File: config.mk
export PLATFORM = sky130hd
export DESIGN_NAME = mult_share_arbiter
export DESIGN_NICKNAME = d
export VERILOG_FILES = /design/src/rtl/mult_share_arbiter_pkg.sv /design/src/rtl/mult_share_arbiter_rr_arbiter.sv /design/src/rtl/multiplier_8bit.sv /design/src/rtl/mult_share_arbiter.sv
export SDC_FILE = /design/constraint.sdc
export NUM_CORES = 1
export LEC_CHECK = 0
export ABC_AREA = 1
export ABC_CLOCK_PERIOD_IN_PS = 5800
export BUFFER_PORTS_ARGS = -buffer_cell sky130_fd_sc_hd__buf_4
export CELL_PAD_IN_SITES_DETAIL_PLACEMENT = 1
export CELL_PAD_IN_SITES_GLOBAL_PLACEMENT = 1
export CORE_MARGIN = 2
export CORE_UTILIZATION = 40
export DETAILED_ROUTE_END_ITERATION = 7
export GPL_ROUTABILITY_DRIVEN = 0
export PLACE_DENSITY_LB_ADDON = 0.3
export SKIP_LAST_GASP = 1
export SLEW_MARGIN = 20
export SYNTH_ARGS = -nofsm -noshare
export SYNTH_HDL_FRONTEND = slang
export SYNTH_SLANG_ARGS = --single-unit
export TNS_END_PERCENT = 50
File: constraint.sdc
create_clock -name cclk -period 5.8 [get_ports cclk]
set_clock_uncertainty 0.1 [all_clocks]
set_input_delay 0.87 -clock cclk [delete_from_list [all_inputs] [get_ports cclk]]
set_output_delay 0.87 -clock cclk [all_outputs]
set_load 0.1 [all_outputs]
File: src/rtl/mult_share_arbiter_pkg.sv
// Shared types and helpers for the multiplier sharing arbiter.
// Holds operand widths, the result tag and the round-robin pick.
package mult_share_arbiter_pkg;

    localparam int MUL_W    = 8;
    localparam int PROD_W   = 16;
    localparam int NREQ_MAX = 8;
    localparam int ID_MAX_W = 3;

    typedef struct packed {
        logic                valid;
        logic [ID_MAX_W-1:0] id;
    } tag_t;

    typedef struct packed {
        logic                found;
        logic [ID_MAX_W-1:0] idx;
    } pick_t;

    // First set bit of req at or after ptr, wrapping modulo n.
    // Scans from the far end so the nearest offset is written last.
    function automatic pick_t rr_pick(
        input logic [NREQ_MAX-1:0] req,
        input logic [ID_MAX_W-1:0] ptr,
        input int                  n
    );
        pick_t p;
        int    j;
        p = '0;
        for (int i = NREQ_MAX - 1; i >= 0; i--) begin
            if (i < n) begin
                j = (int'(ptr) + i) % n;
                if (req[j]) begin
                    p.found = 1'b1;
                    p.idx   = ID_MAX_W'(j);
                end
            end
        end
        return p;
    endfunction

endpackage

File: src/rtl/mult_share_arbiter_rr_arbiter.sv
// Round-robin arbiter: combinational pick, registered pointer.
// The pointer moves to one past the last winner.
module rr_arbiter
    import mult_share_arbiter_pkg::*;
#(
    parameter int NREQ = 4,
    parameter int IDW  = 2
) (
    input  logic            cclk,
    input  logic            rstb,
    input  logic [NREQ-1:0] req,
    output logic [NREQ-1:0] gnt,
    output logic [IDW-1:0]  gnt_id,
    output logic            gnt_any
);

    logic [IDW-1:0] rr_ptr;
    pick_t          pick;

    // Winner selection; nothing is granted while reset is held.
    always_comb begin
        pick    = rr_pick(NREQ_MAX'(req), ID_MAX_W'(rr_ptr), NREQ);
        gnt_any = pick.found & rstb;
        gnt_id  = IDW'(pick.idx);
        gnt     = gnt_any ? (NREQ'(1) << gnt_id) : '0;
    end

    // Pointer advances past the winner, wrapping at NREQ.
    always_ff @(posedge cclk) begin
        if (!rstb) begin
            rr_ptr <= '0;
        end else if (gnt_any) begin
            if (int'(gnt_id) == NREQ - 1)
                rr_ptr <= '0;
            else
                rr_ptr <= gnt_id + 1'b1;
        end
    end

endmodule

File: src/rtl/multiplier_8bit.sv
// Registered 8x8 unsigned multiplier, one cycle from X/Y to Z.
// Shared by several requesters through mult_share_arbiter.
module multiplier_8bit (
    input  logic        clk,
    input  logic [7:0]  X,
    input  logic [7:0]  Y,
    output logic [15:0] Z
);

    // Product registered on every edge.
    always_ff @(posedge clk) begin
        Z <= X * Y;
    end

endmodule

File: src/rtl/mult_share_arbiter.sv
// Shares one multiplier_8bit among NREQ requesters, one grant per cycle.
// Results return in grant order, MUL_LAT+1 cycles after the grant.
module mult_share_arbiter
    import mult_share_arbiter_pkg::*;
#(
    parameter int NREQ    = 4,
    parameter int MUL_LAT = 1,
    parameter int IDW     = 2
) (
    input  logic                  cclk,
    input  logic                  rstb,
    input  logic [NREQ-1:0]       req,
    input  logic [NREQ*MUL_W-1:0] x_in,
    input  logic [NREQ*MUL_W-1:0] y_in,
    output logic [NREQ-1:0]       gnt,
    output logic [PROD_W-1:0]     z_out,
    output logic [NREQ-1:0]       z_valid,
    output logic                  busy
);

    logic [IDW-1:0]    gnt_id;
    logic              gnt_any;
    logic [MUL_W-1:0]  x_r;
    logic [MUL_W-1:0]  y_r;
    logic [PROD_W-1:0] z_mul;
    logic [PROD_W-1:0] z_hold;
    tag_t              tag_q [MUL_LAT+1];
    tag_t              tag_last;

    rr_arbiter #(
        .NREQ (NREQ),
        .IDW  (IDW)
    ) u_arb (
        .cclk    (cclk),
        .rstb    (rstb),
        .req     (req),
        .gnt     (gnt),
        .gnt_id  (gnt_id),
        .gnt_any (gnt_any)
    );

    multiplier_8bit u_mul (
        .clk (cclk),
        .X   (x_r),
        .Y   (y_r),
        .Z   (z_mul)
    );

    // Capture the winner's operands; hold them when idle.
    always_ff @(posedge cclk) begin
        if (!rstb) begin
            x_r <= '0;
            y_r <= '0;
        end else if (gnt_any) begin
            x_r <= x_in[int'(gnt_id)*MUL_W +: MUL_W];
            y_r <= y_in[int'(gnt_id)*MUL_W +: MUL_W];
        end
    end

    // Tag pipeline tracks the owner alongside the multiplier, no stall.
    always_ff @(posedge cclk) begin
        if (!rstb) begin
            for (int i = 0; i <= MUL_LAT; i++)
                tag_q[i] <= '0;
        end else begin
            tag_q[0] <= '{gnt_any, ID_MAX_W'(gnt_id)};
            for (int i = 1; i <= MUL_LAT; i++)
                tag_q[i] <= tag_q[i-1];
        end
    end

    // Last delivered product, shown on z_out between results.
    always_ff @(posedge cclk) begin
        if (!rstb)
            z_hold <= '0;
        else if (tag_last.valid)
            z_hold <= z_mul;
    end

    // Result steering and in-flight flag, forced quiet under reset.
    always_comb begin
        tag_last = tag_q[MUL_LAT];
        busy     = 1'b0;
        for (int i = 0; i <= MUL_LAT; i++)
            busy = busy | tag_q[i].valid;
        busy = busy & rstb;
        if (rstb && tag_last.valid) begin
            z_valid = NREQ'(1) << tag_last.id;
            z_out   = z_mul;
        end else begin
            z_valid = '0;
            z_out   = rstb ? z_hold : '0;
        end
    end

endmodule

# ---- After elaboration in Yosys (flattened, before gate mapping)
# Memory sizes are Yosys's and may differ from the RTL's.
# Index checks and enable logic that the tools add are counted.
dict set report word_totals {
  ramBits 8
  output_inout_bits 25
  inputBits 70
  memories 1
  regBits 50
}
# name words word_bits read_ports rd_ports_with_merged_regs wr line_no
set memory_table {}
lappend memory_table {tag_q 2 4 2 0 2 mult_share_arbiter.sv:27} ;# tag_t tag_q [MUL_LAT+1];
dict set report op_classes {
  n_lt_le_gt_ge 4
  n_addsub 4
  n_mul 1
  shifts 4
  reduce_logical 4
  n_bitwise 8
  n_mux 24
  n_eq_ne 1
}
# operator n
set ops {}
lappend ops {{32-bit by 6-bit indexed part select with 8-bit output} 2}
lappend ops {{16-bit 2-to-1 mux} 2}
lappend ops {{4-bit 2-to-1 mux} 8}
lappend ops {{8-bit by 8-bit multiplier with 16-bit output} 1}
lappend ops {{3-bit by 5-bit < comparator with 1-bit output (second input constant)} 3}
lappend ops {{1-bit binary-select mux with 3-bit select} 3}
lappend ops {{1-bit 2-to-1 mux} 9}
lappend ops {{2-bit OR reduction} 3}
lappend ops {{2-bit by 1-bit adder with 2-bit output (second input constant)} 2}
lappend ops {{2-bit adder (second input constant)} 2}
lappend ops {{2-bit by 4-bit < comparator with 1-bit output (second input constant)} 1}
lappend ops {{1-bit by 2-bit left shift with 4-bit output (first input constant)} 1}
lappend ops {{1-bit by 3-bit left shift with 4-bit output (first input constant)} 1}
lappend ops {{1-bit bitwise AND (first input constant)} 3}
lappend ops {{1-bit bitwise OR} 3}
lappend ops {{1-bit bitwise AND} 2}
lappend ops {{1-bit binary-select mux with 2-bit select} 1}
lappend ops {{2-bit by 1-bit == test with 1-bit output (second input constant)} 1}
lappend ops {{2-bit 2-to-1 mux} 1}
lappend ops {{1-bit logical AND} 1}

# ---- Longest topological paths before layout
# Gate-level depths: netlist of the first run.
dict set report logic_depth {
  word_depth 12
  mapped_depth 19
  mapped_depth_nobuf 18
}

# ---- By module
# From an unflattened synthesis of the first run, not the netlist that was laid out.
dict set report hier_totals {
  hier_cells 761
  area_unflattened_um2 5270.1
}
# module instances cells_each area_each_um2
set by_module_without_submodules {}
lappend by_module_without_submodules {multiplier_8bit 1 391 2723.9}
lappend by_module_without_submodules {mult_share_arbiter 1 288 2078.2}
lappend by_module_without_submodules {rr_arbiter 1 82 467.9}

# ---- Least setup slack after synthesis of the first run
# No wires, ideal clock.
dict set report synth_path {
  path_kind {in2out}
  start {input port rstb}
  end {output port z_valid[0]}
  path_buffers 1
  required_time_ns 4.830
  slack_ns 1.575
  arrival_time_ns 3.255
  cell_stages 3
  cell_sequence {buf_1 -> nand2_1 -> nor3_1}
}
dict set report synth_between {
  elab_chain_len 2
}
# item line_no
set synth_rtl {}
lappend synth_rtl {{from (decl)} mult_share_arbiter.sv:11} ;# input logic rstb,
lappend synth_rtl {{1-bit logical AND} mult_share_arbiter.sv:87} ;# if (rstb && tag_last.valid) begin
lappend synth_rtl {{4-bit 2-to-1 mux} mult_share_arbiter.sv:87}
lappend synth_rtl {{to (decl)} mult_share_arbiter.sv:17} ;# output logic [NREQ-1:0] z_valid,
# No other way between the ends.

# ---- Final worst setup path of the first run
dict set report layout_path {
  start {register x_r[1]}
  end {register u_mul.Z[12]}
}
dict set report layout_between {
  elab_chain_len 1
}
# item line_no
set layout_rtl {}
lappend layout_rtl {{from (decl)} mult_share_arbiter.sv:23} ;# logic [MUL_W-1:0] x_r;
lappend layout_rtl {{from (signal assigned)} mult_share_arbiter.sv:55} ;# x_r <= x_in[int'(gnt_id)*MUL_W +: MUL_W];
lappend layout_rtl {{8-bit by 8-bit multiplier with 16-bit output} multiplier_8bit.sv:12} ;# Z <= X * Y;
lappend layout_rtl {{to (signal assigned)} multiplier_8bit.sv:12}
lappend layout_rtl {{to (decl)} multiplier_8bit.sv:7} ;# output logic [15:0] Z
# No other way between the ends.
# A chain may end at the register's enable or synchronous reset.

==> results of run 1 <==
[placed cells by master (no fill, tap or decap), types with 2 or more instances in the layout]
| cell | instances |
|---|---|
| nand2_1 | 214 |
| inv_1 | 187 |
| buf_4 | 94 |
| nand3_1 | 74 |
| nor2_1 | 61 |
| dfxtp_1 | 56 |
| ha_1 | 40 |
| fa_1 | 36 |
| o21ai_0 | 22 |
| xor2_1 | 8 |
| a21oi_1 | 8 |
| nor3_1 | 5 |
| clkbuf_16 | 5 |
| nand2_2 | 4 |
| xnor2_1 | 4 |
| a21o_1 | 2 |
| nand4_1 | 2 |
| nor2_2 | 2 |
[cells by family (layout without fill, tap and decap cells)]
logic type / Yosys count / in the layout / share of synthesized area [%]
AO/OA/AOI/OAI: 37 / 37 / 4.120
XOR/XNOR: 12 / 12 / 2.085
adder cells (fa/ha/maj): 76 / 76 / 24.22
buffers and inverters: 222 / 290 / 17.60
flip-flops: 56 / 56 / 22.24
AND/OR/NAND/NOR: 364 / 364 / 29.73
[metal layers]
metal / track usage [%] / up-vias
li1: - / 2377
met1: 24.81 / 2281
met2: 40.85 / 71
met3: 2.180 / 11
met4: 4.444 / 0
met5: 0 / -
[layout make-up]
type                       instances  share of cell area, %
clock buffer                       6                  2.331
clock inverter                     2                 0.6510
inverter                         188                  11.84
multi-input combinational        489                  50.90
sequential                        56                  18.82
tap                              172                  3.612
timing repair buffer              94                  11.84
[final timing paths]
kind	startpoint	end	slack (ns)	cells past startpoint
min	tag_q[0][1]	tag_q[0][5]	0.32	2
min reg2reg	tag_q[0][1]	tag_q[0][5]	0.32	2
max reg2reg	x_r[1]	u_mul.Z[12]	1.28	16
max	x_r[1]	u_mul.Z[12]	1.28	16
[state kept, by name, summed over array words and instances (netlist names)]
signal and flops:
x_r 8, u_mul.Z 16, z_hold 16, tag_q 6, u_arb.rr_ptr 2, y_r 8
[power breakdown]
group / total (µW) / switching (µW) / leakage, µW / internal (µW)
sequential: 654 / 148 / 0.000463 / 506
combinational: 1750 / 1180 / 0.00324 / 572
clock: 357 / 141 / 0.0000871 / 217
total: 2760 / 1470 / 0.00379 / 1290
[stage by stage]
stage / instances / area (µm²) / hold WS, ns
floorplan: 767 / 5041 / 0.2905
global placement: 999 / 5781 / 0.2961
detailed placement: 999 / 5781 / 0.3095
CTS: 1007 / 5958 / 0.3272
global route: 1007 / 5958 / 0.3559
finish: 1007 / 5958 / 0.3203
[critical path, stage by stage (launching register included)]
cell and delay [ns]:
dfxtp_1 0.54, nand2_1 0.16, fa_1 0.52, fa_1 0.55, inv_1 0.06, fa_1 0.53, inv_1 0.05, fa_1 0.53
inv_1 0.05, ha_1 0.36, a21oi_1 0.20, nand2_1 0.07, nor2_1 0.18, o21ai_0 0.15, nand3_1 0.10, nand3_1 0.08
xor2_1 0.16
==> metrics.cfg, run 1 <==
[setup_path]
start_kind = register
cp_max_fo = 9
cp-end-kind = register
crit_required_ns = 5.87
crit_type = register to register
crit_arrival_ns = 4.59

[synthesis]
synth-seq-cells = 56
synth_most_common_cell = nand2_1
synth_top_cell_area_share_pct = 22.24
seq_area_frac_synth_pct = 22.24
yosys-top-cells-area = dfxtp_1 (22%), nand2_1 (16%), fa_1 (14%), inv_1 (14%), ha_1 (9.9%)
syn_avg_cell_area_um2 = 6.572
netlist_instances = 767
yosys.area.top_type = dfxtp_1
synthFlopType = dfxtp_1
synth_nets = 913
synth_warnings = 0
synth-async-reset-ratio_pct = 0
synth_commonest_cells = nand2_1 (214), inv_1 (187), nand3_1 (74), nor2_1 (61), dfxtp_1 (56)
synth_edf_count = 0
ys_types = 30
syn_area_um2 = 5041

[status]
run_status = finished, final reports clean

[sta]
slew_viol_final = 0
period_needed_ns = 4.519
setup_ws_ns = 1.281
finalCritPeriodShare_pct = 77.92
fmax_mhz = 221.3
tightest_slew_ns = 0.7268
max_slew_margin_pct = 51.50
final.setup.tns_ns = 0
setup_viol = 0
rsz0062_at_grt = false
hold_viol = 0

[routing]
route.met3.wl_um = 357
wl_met1_um = 5688
drc_errors = 0
drt_iter0_markers = 209
finalWirelength_um = 13260
routed_via_density = 4.707
highest_layer = met4
wl_met2_um = 7058
wire_per_inst_um = 13.16
drt_first_pass_iters = 4
routed-via-count = 4740
drtAntennaViolNets = 0

[final_layout]
fin_nets = 980
area_growth_pct = 18.19
fillers = 1677
multiInputGateArea_um2 = 3033
num_antenna_cells = 0
drive_gt1_share_pct = 13.41
ff_latch_area_um2 = 1121
final_util_pct = 47.80

[cts]
clock-sinks = 56
postCtsHoldBufs = 0
clk_latency_ns = 0.29
numCtsBuffers = 5
cts_tree = yes
cts_buffer_depth = 2
cts_setup_buffers = 0
post_cts_resized = 0
root_buffer = clkbuf_16
path_clk_slew_ns = 0.08
htree_levels = 2

[grt]
grt_start_max_net_pins = 36
first_global_vias = 5089
antenna_found_initial = 0
grt_pass1_wl_um = 22880
grt.total_usage_pct = 21.02
gr-total-overflow = 0

[hold_path]
hold_path.class = register to register

[pwr]
power.total_uw = 2763
power.leakage_uw = 0.003791
cellPowerDensity_nw_per_um2 = 463.8
ir_drop_uv = 149.0

[place]
dp_hpwl_um = 10710
port_buffers = 94
dp_slack_ns = 1.377

[job]
maxCapViolations = 0

[floorplanning]
core_region_area_um2 = 12470
num_rows = 41
dieArea_um2 = 13520
die_w_um = 116.3
io_pins = 95
die_h_um = 116.3
start_util_pct = 40.44

Power figures use the tool's default switching activity.
==> inputs of run 2 (changes only) <==
--- a/config.mk
+++ b/config.mk
@@ -6,7 +6,7 @@
 export NUM_CORES = 1
 export LEC_CHECK = 0
 export ABC_AREA = 1
-export ABC_CLOCK_PERIOD_IN_PS = 5800
+export ABC_CLOCK_PERIOD_IN_PS = 4300
 export BUFFER_PORTS_ARGS = -buffer_cell sky130_fd_sc_hd__buf_4
 export CELL_PAD_IN_SITES_DETAIL_PLACEMENT = 1
 export CELL_PAD_IN_SITES_GLOBAL_PLACEMENT = 1
==> constraint.sdc (replaced) <==
create_clock -name cclk -period 4.3 [get_ports cclk]
set_clock_uncertainty 0.1 [all_clocks]
set_input_delay 0.645 -clock cclk [delete_from_list [all_inputs] [get_ports cclk]]
set_output_delay 0.645 -clock cclk [all_outputs]
set_load 0.1 [all_outputs]
==> run 2 against run 1 <==
Against the previous run:
- critical path depth is the same
- routed wire length grew 3.8%
- via count grew 2.6%
- core utilization grew 1.1 points
- non-clock buffer count grew 16
- final area grew 2.3%
- setup slack lost 1.1 ns
- combinational power grew 43%
- first-iteration DRC count shrank 7.7%
- total power grew 38%
- global-route usage grew 0.61 points
- clock power grew 31%
- largest cell class unchanged
==> metrics.cfg, run 2 (synthesis gave the netlist of run 1 again) <==
[pwr]
pwr-share-comb_pct = 65.7  ; was 63.4%
cellPowerDensity_nw_per_um2 = 626.2  ; was 463.8 nW/µm²
pwr-share-clk_pct = 12.3  ; was 12.9%
power.leakage_uw = 0.003867  ; was 0.003791 µW
p_int_uw = 1801  ; was 1294 µW
p_seq_share_pct = 22.1  ; was 23.7%
switching_share_pct = 52.81  ; was 53.16%
p_switching_uw = 2015  ; was 1469 µW
ir_drop_uv = 227.5  ; was 149.0 µV

[final_layout]
layout.cells.non_filler = 1023  ; was 1,007
final_util_pct = 48.88  ; was 47.80%
fin_nets = 996  ; was 980
top_regs = u_mul.Z: 16 flops, z_hold: 16 flops  ; unchanged
final_cell_mix = nand2_1 (214), inv_1 (187), buf_4 (110), nand3_1 (74), nor2_1 (60)  ; was nand2_1 (214), inv_1 (187), buf_4 (94), nand3_1 (74), nor2_1 (61)
mostFrequentLayoutCell = nand2_1  ; unchanged
drive_gt1_share_pct = 16.57  ; was 13.41%
num_antenna_cells = 0  ; unchanged
area_growth_pct = 20.87  ; was 18.19%

[floorplanning]
core_region_area_um2 = 12470  ; unchanged
dieArea_um2 = 13520  ; unchanged
die_w_um = 116.3  ; unchanged
die_h_um = 116.3  ; unchanged
start_util_pct = 40.44  ; unchanged
num_rows = 41  ; unchanged
io_pins = 95  ; unchanged

[setup_path]
critical_path_buf_inv_count = 3  ; unchanged
slowest_stage = fa_1  ; unchanged
crit_chain = nand2_1, fa_1, fa_1, inv_1, fa_1, inv_1, fa_1, inv_1, ha_2, nand2_1, nor3_2, nor2_2, o21ai_1, nand3_1, nand3_1, xor2_1  ; was nand2_1, fa_1, fa_1, inv_1, fa_1, inv_1, fa_1, inv_1, ha_1, a21oi_1, nand2_1, nor2_1, o21ai_0, nand3_1, nand3_1, xor2_1
crit_top_cell = fa_1  ; unchanged
cp_slowest_stage_delay_ns = 0.55  ; about the same
start_kind = register  ; unchanged
cp_max_fo = 6  ; was 9
crit_required_ns = 4.42  ; was 5.87 ns
cp-end-kind = register  ; unchanged
critical-path-top-delay-family = adder cells  ; unchanged
crit_arrival_ns = 4.27  ; was 4.59 ns
crit_type = register to register  ; unchanged

[cts]
root_buffer = clkbuf_16  ; unchanged
clock-sinks = 56  ; unchanged
post_cts_resized = 1  ; was 0
postCtsHoldBufs = 0  ; unchanged
numCtsBuffers = 5  ; unchanged
htree_levels = 2  ; unchanged
cts_buffer_depth = 2  ; unchanged
path_clk_slew_ns = 0.07  ; was 0.08 ns
cts_tree = yes  ; unchanged
clk_latency_ns = 0.29  ; about the same
cts_setup_buffers = 0  ; unchanged

[sta]
fmax_mhz = 241.3  ; was 221.3 MHz
max_slew_margin_pct = 53.47  ; was 51.50%
rsz0062_at_grt = true  ; was false
finalCritPeriodShare_pct = 96.37  ; was 77.92%
hold_viol = 0  ; unchanged
setup_viol = 0  ; unchanged
tightest_slew_ns = 0.6972  ; was 0.7268 ns
period_needed_ns = 4.144  ; was 4.519 ns
slew_viol_final = 0  ; unchanged

[routing]
drt_iter0_markers = 193  ; was 209
finalWirelength_um = 13760  ; was 13,260 µm
routed_via_density = 4.756  ; was 4.707
wire_per_inst_um = 13.45  ; was 13.16 µm
drc_errors = 0  ; unchanged
drtAntennaViolNets = 0  ; unchanged
routed-via-count = 4865  ; was 4,740
drt_first_pass_iters = 4  ; unchanged

[grt]
grt_pass1_wl_um = 23540  ; was 22,880 µm
gr-total-overflow = 0  ; unchanged
grt_start_max_net_pins = 36  ; unchanged
antenna_found_initial = 0  ; unchanged
first_global_vias = 5188  ; was 5,089
grt.total_usage_pct = 21.64  ; was 21.02%

[place]
dp_cells = 1015  ; was 999
port_buffers = 94  ; unchanged
dp_hpwl_um = 11060  ; was 10,710 µm

[status]
run_status = finished, final reports clean  ; unchanged

[hold_path]
hold_path.class = register to register  ; unchanged

[job]
maxCapViolations = 0  ; unchanged

==> run 2: changes by cell type in the layout (fill, tap and decap cells not counted), moves of 2 or more <==
cell	change
dfxtp_2	+9
dfxtp_1	-9
o21ai_0	-3
buf_4	+16
a21oi_2	+2
o21ai_1	+3
a21oi_1	-2
==> run 2: final cells by class <==
type | instances | area [µm²]
clock inverters | 2 | 35.03
fillers | 1663 | 6372
well taps | 172 | 215.2
inverters | 188 | 705.7
multi-input cells | 489 | 3050
clock buffers | 6 | 128.9
repair buffers | 110 | 825.8
flip-flops and latches | 56 | 1132
==> run 2: worst paths after layout <==
kind                                  start     endpoint  slack [ns]  cells after the start
worst max-delay path                 y_r[7]  u_mul.Z[12]        0.16                     16
worst min-delay path            tag_q[0][0]  tag_q[0][4]        0.33                      2
worst max register to register       y_r[7]  u_mul.Z[12]        0.16                     16
worst min register to register  tag_q[0][0]  tag_q[0][4]        0.33                      2
==> run 2: power by group through the flow <==
stage	combinational [µW]	clock (µW)	sequential, µW
after floorplan	2030	0	726
after global placement	2400	0	825
after detailed placement	2490	0	839
after CTS	2530	474	830
after global routing	2850	493	865
final	2510	468	842
==> run 2: per-stage QoR <==
step	power (µW)	worst slack [ns]	hold slack (ns)	area [µm²]	setup TNS, ns
5_1_grt	4210	-0.02000	0.3555	6093	-0.02980
3_3_place_gp	3224	0.1340	0.2969	5901	0
3_5_place_dp	3328	-0.0003655	0.3146	5901	-0.0003655
4_1_cts	3832	-0.03379	0.3314	6065	-0.03379
6_report	3815	0.1563	0.3286	6093	0
2_1_floorplan	2761	0.1155	0.2905	5041	0
==> run 2: layer usage <==
layer | part of all wire [%] | global-route usage (%) | wire length, µm
met1 | 43 | 25.03 | 5869
met5 | 0 | 0 | 0
met3 | 2.6 | 2.335 | 355
met4 | 0.89 | 3.651 | 123
met2 | 54 | 43.02 | 7412
==> run 2: worst reg2reg max path, stage by stage (launching register included) <==
cell and delay [ns]:
dfxtp_2 0.38, nand2_1 0.10, fa_1 0.52, fa_1 0.55, inv_1 0.05, fa_1 0.53
inv_1 0.06, fa_1 0.53, inv_1 0.04, ha_2 0.36, nand2_1 0.10, nor3_2 0.16
nor2_2 0.08, o21ai_1 0.16, nand3_1 0.10, nand3_1 0.10, xor2_1 0.16
==> inputs of run 3 (changes only) <==
--- a/config.mk
+++ b/config.mk
@@ -12,9 +12,11 @@
 export CELL_PAD_IN_SITES_GLOBAL_PLACEMENT = 1
 export CORE_MARGIN = 2
 export CORE_UTILIZATION = 40
+export CTS_BUF_LIST = sky130_fd_sc_hd__clkbuf_8
 export DETAILED_ROUTE_END_ITERATION = 7
 export GPL_ROUTABILITY_DRIVEN = 0
-export PLACE_DENSITY_LB_ADDON = 0.3
+export GPL_TIMING_DRIVEN = 0
+export PLACE_DENSITY_LB_ADDON = 0.25
 export SKIP_LAST_GASP = 1
 export SLEW_MARGIN = 20
 export SYNTH_ARGS = -nofsm -noshare
==> run 3 against run 2 <==
Against the previous run:
- non-clock buffer count grew 15
- hold slack gained 0.0083 ns
- clock power shrank 33%
- core utilization grew 0.61 points
- largest power group unchanged
==> metrics.cfg, run 3 (synthesis gave the netlist of run 1 again) <==
[status]
run_status = finished, final reports clean  ; unchanged

[setup_path]
cp_max_fo = 9  ; was 6
start_kind = register  ; unchanged
crit_required_ns = 4.46  ; was 4.42 ns
crit_arrival_ns = 4.35  ; was 4.27 ns
cp-end-kind = register  ; unchanged
crit_type = register to register  ; unchanged

[grt]
grt_pass1_wl_um = 22560  ; was 23,540 µm
gr-total-overflow = 0  ; unchanged
grt.total_usage_pct = 20.91  ; was 21.64%
antenna_found_initial = 0  ; unchanged
grt_start_max_net_pins = 20  ; was 36
first_global_vias = 5022  ; was 5,188

[sta]
max_slew_margin_pct = 69.58  ; was 53.47%
period_needed_ns = 4.193  ; was 4.144 ns
tightest_slew_ns = 0.4563  ; was 0.6972 ns
slew_viol_final = 0  ; unchanged
final.setup.tns_ns = 0  ; unchanged
fmax_mhz = 238.5  ; was 241.3 MHz
finalCritPeriodShare_pct = 97.51  ; was 96.37%
hold_viol = 0  ; unchanged
setup_viol = 0  ; unchanged
rsz0062_at_grt = true  ; unchanged

[pwr]
power.leakage_uw = 0.003886  ; was 0.003867 µW
ir_drop_uv = 215.0  ; was 227.5 µV
cellPowerDensity_nw_per_um2 = 621.6  ; was 626.2 nW/µm²

[floorplanning]
io_pins = 95  ; unchanged
num_rows = 41  ; unchanged
die_w_um = 116.3  ; unchanged
core_region_area_um2 = 12470  ; unchanged
start_util_pct = 40.44  ; unchanged
die_h_um = 116.3  ; unchanged
dieArea_um2 = 13520  ; unchanged

[place]
dp_hpwl_um = 11120  ; was 11,060 µm
dp_cells = 1033  ; was 1,015
port_buffers = 94  ; unchanged

[routing]
drt_iter0_markers = 130  ; was 193
wire_per_inst_um = 13.14  ; was 13.45 µm
drc_errors = 0  ; unchanged
drtAntennaViolNets = 0  ; unchanged
routed-via-count = 4876  ; was 4,865
drt_first_pass_iters = 4  ; unchanged
routed_via_density = 4.697  ; was 4.756
finalWirelength_um = 13640  ; was 13,760 µm

[hold_path]
hold_path.class = register to register  ; unchanged

[cts]
clk_latency_ns = 0.33  ; was 0.29 ns
numCtsBuffers = 5  ; unchanged
htree_levels = 2  ; unchanged
cts_tree = yes  ; unchanged
postCtsHoldBufs = 0  ; unchanged
clock-sinks = 56  ; unchanged
cts_buffer_depth = 2  ; unchanged
root_buffer = clkbuf_8  ; was clkbuf_16
path_clk_slew_ns = 0.11  ; was 0.07 ns

[final_layout]
layout.cells.non_filler = 1038  ; was 1,023
fin_nets = 1011  ; was 996
drive_gt1_share_pct = 17.90  ; was 16.57%
fillers = 1711  ; was 1,663
top_regs = u_mul.Z: 16 flops, z_hold: 16 flops  ; unchanged
num_antenna_cells = 0  ; unchanged
area_growth_pct = 22.39  ; was 20.87%
final_cell_mix = nand2_1 (214), inv_1 (187), buf_4 (104), nand3_1 (74), nor2_1 (60)  ; was nand2_1 (214), inv_1 (187), buf_4 (110), nand3_1 (74), nor2_1 (60)
mostFrequentLayoutCell = nand2_1  ; unchanged

[job]
maxCapViolations = 0  ; unchanged

run 3: cell types whose count changed in the layout (fill, tap and decap cells not counted), sizes merged:
cell,delta
clkinvlp,+2
clkinv,-1
buf,+9
clkbuf,+5
inv,+1
bufinv,-1
run 3: final cells by class:
class	count	area, µm²	share of cell area (%)
Inverter	188	705.7	11.44
Multi-Input combinational cell	489	3084	49.99
Clock buffer	5	68.82	1.115
Timing Repair Buffer	100	750.7	12.17
Clock inverter	3	26.28	0.4259
Buffer	25	171.4	2.778
Sequential cell	56	1147	18.60
Tap cell	172	215.2	3.488
run 3: metal layers:
layer / vias to the layer above / global-route usage, % / part of all wire (%)
li1: 2446 / - / -
met1: 2334 / 25.58 / 43
met2: 75 / 39.15 / 53
met3: 21 / 2.491 / 2.5
met4: 0 / 4.762 / 1.4
met5: - / 0 / 0
run 3: worst paths after layout:
kind | start | to | slack (ns) | cells after the start
setup / recovery | x_r[2] | u_mul.Z[12] | 0.11 | 16
hold / removal | tag_q[0][0] | tag_q[0][4] | 0.34 | 2
setup reg to reg | x_r[2] | u_mul.Z[12] | 0.11 | 16
hold reg to reg | tag_q[0][0] | tag_q[0][4] | 0.34 | 2
run 3: critical path, cell delays in order, from the launching register on:
cell and delay (ns):
dfxtp_4 0.43, nand2_1 0.09, fa_1 0.50, fa_1 0.55, inv_1 0.05, fa_1 0.52, inv_1 0.05, fa_1 0.54
inv_1 0.07, ha_4 0.30, nand2_1 0.09, nor3_2 0.24, nor2_4 0.07, o21ai_2 0.19, nand3_1 0.09, nand3_1 0.10
xor2_1 0.15
run 3: metrics by stage:
| step | hold WS [ns] | setup slack, ns | utilization, % | total power (µW) | cell area [µm²] |
|---|---|---|---|---|---|
| 6_report | 0.3369 | 0.1070 | 49.49 | 3835 | 6170 |
| 5_1_grt | 0.3750 | -0.1518 | 49.49 | 4247 | 6170 |
| 4_1_cts | 0.3366 | -0.06695 | 48.45 | 3774 | 6040 |
| 3_5_place_dp | 0.3136 | -0.4184 | 47.83 | 3440 | 5962 |
| 3_3_place_gp | 0.2979 | -0.2929 | 47.83 | 3323 | 5962 |
| 2_1_floorplan | 0.2905 | 0.1155 | - | 2761 | 5041 |
run 3: repair_timing:
action | CTS | global route
resized for setup | 11 | 34
endpoints found under the setup margin | 6 | 6
buffers inserted | 0 | 6
pin swaps | 0 | 3
run 3: where the power goes:
group	switching, µW	internal [µW]	leakage, µW
combinational	1750	943	0.00338
clock	196	119	0.0000423
sequential	129	697	0.000468
total	2080	1760	0.00389
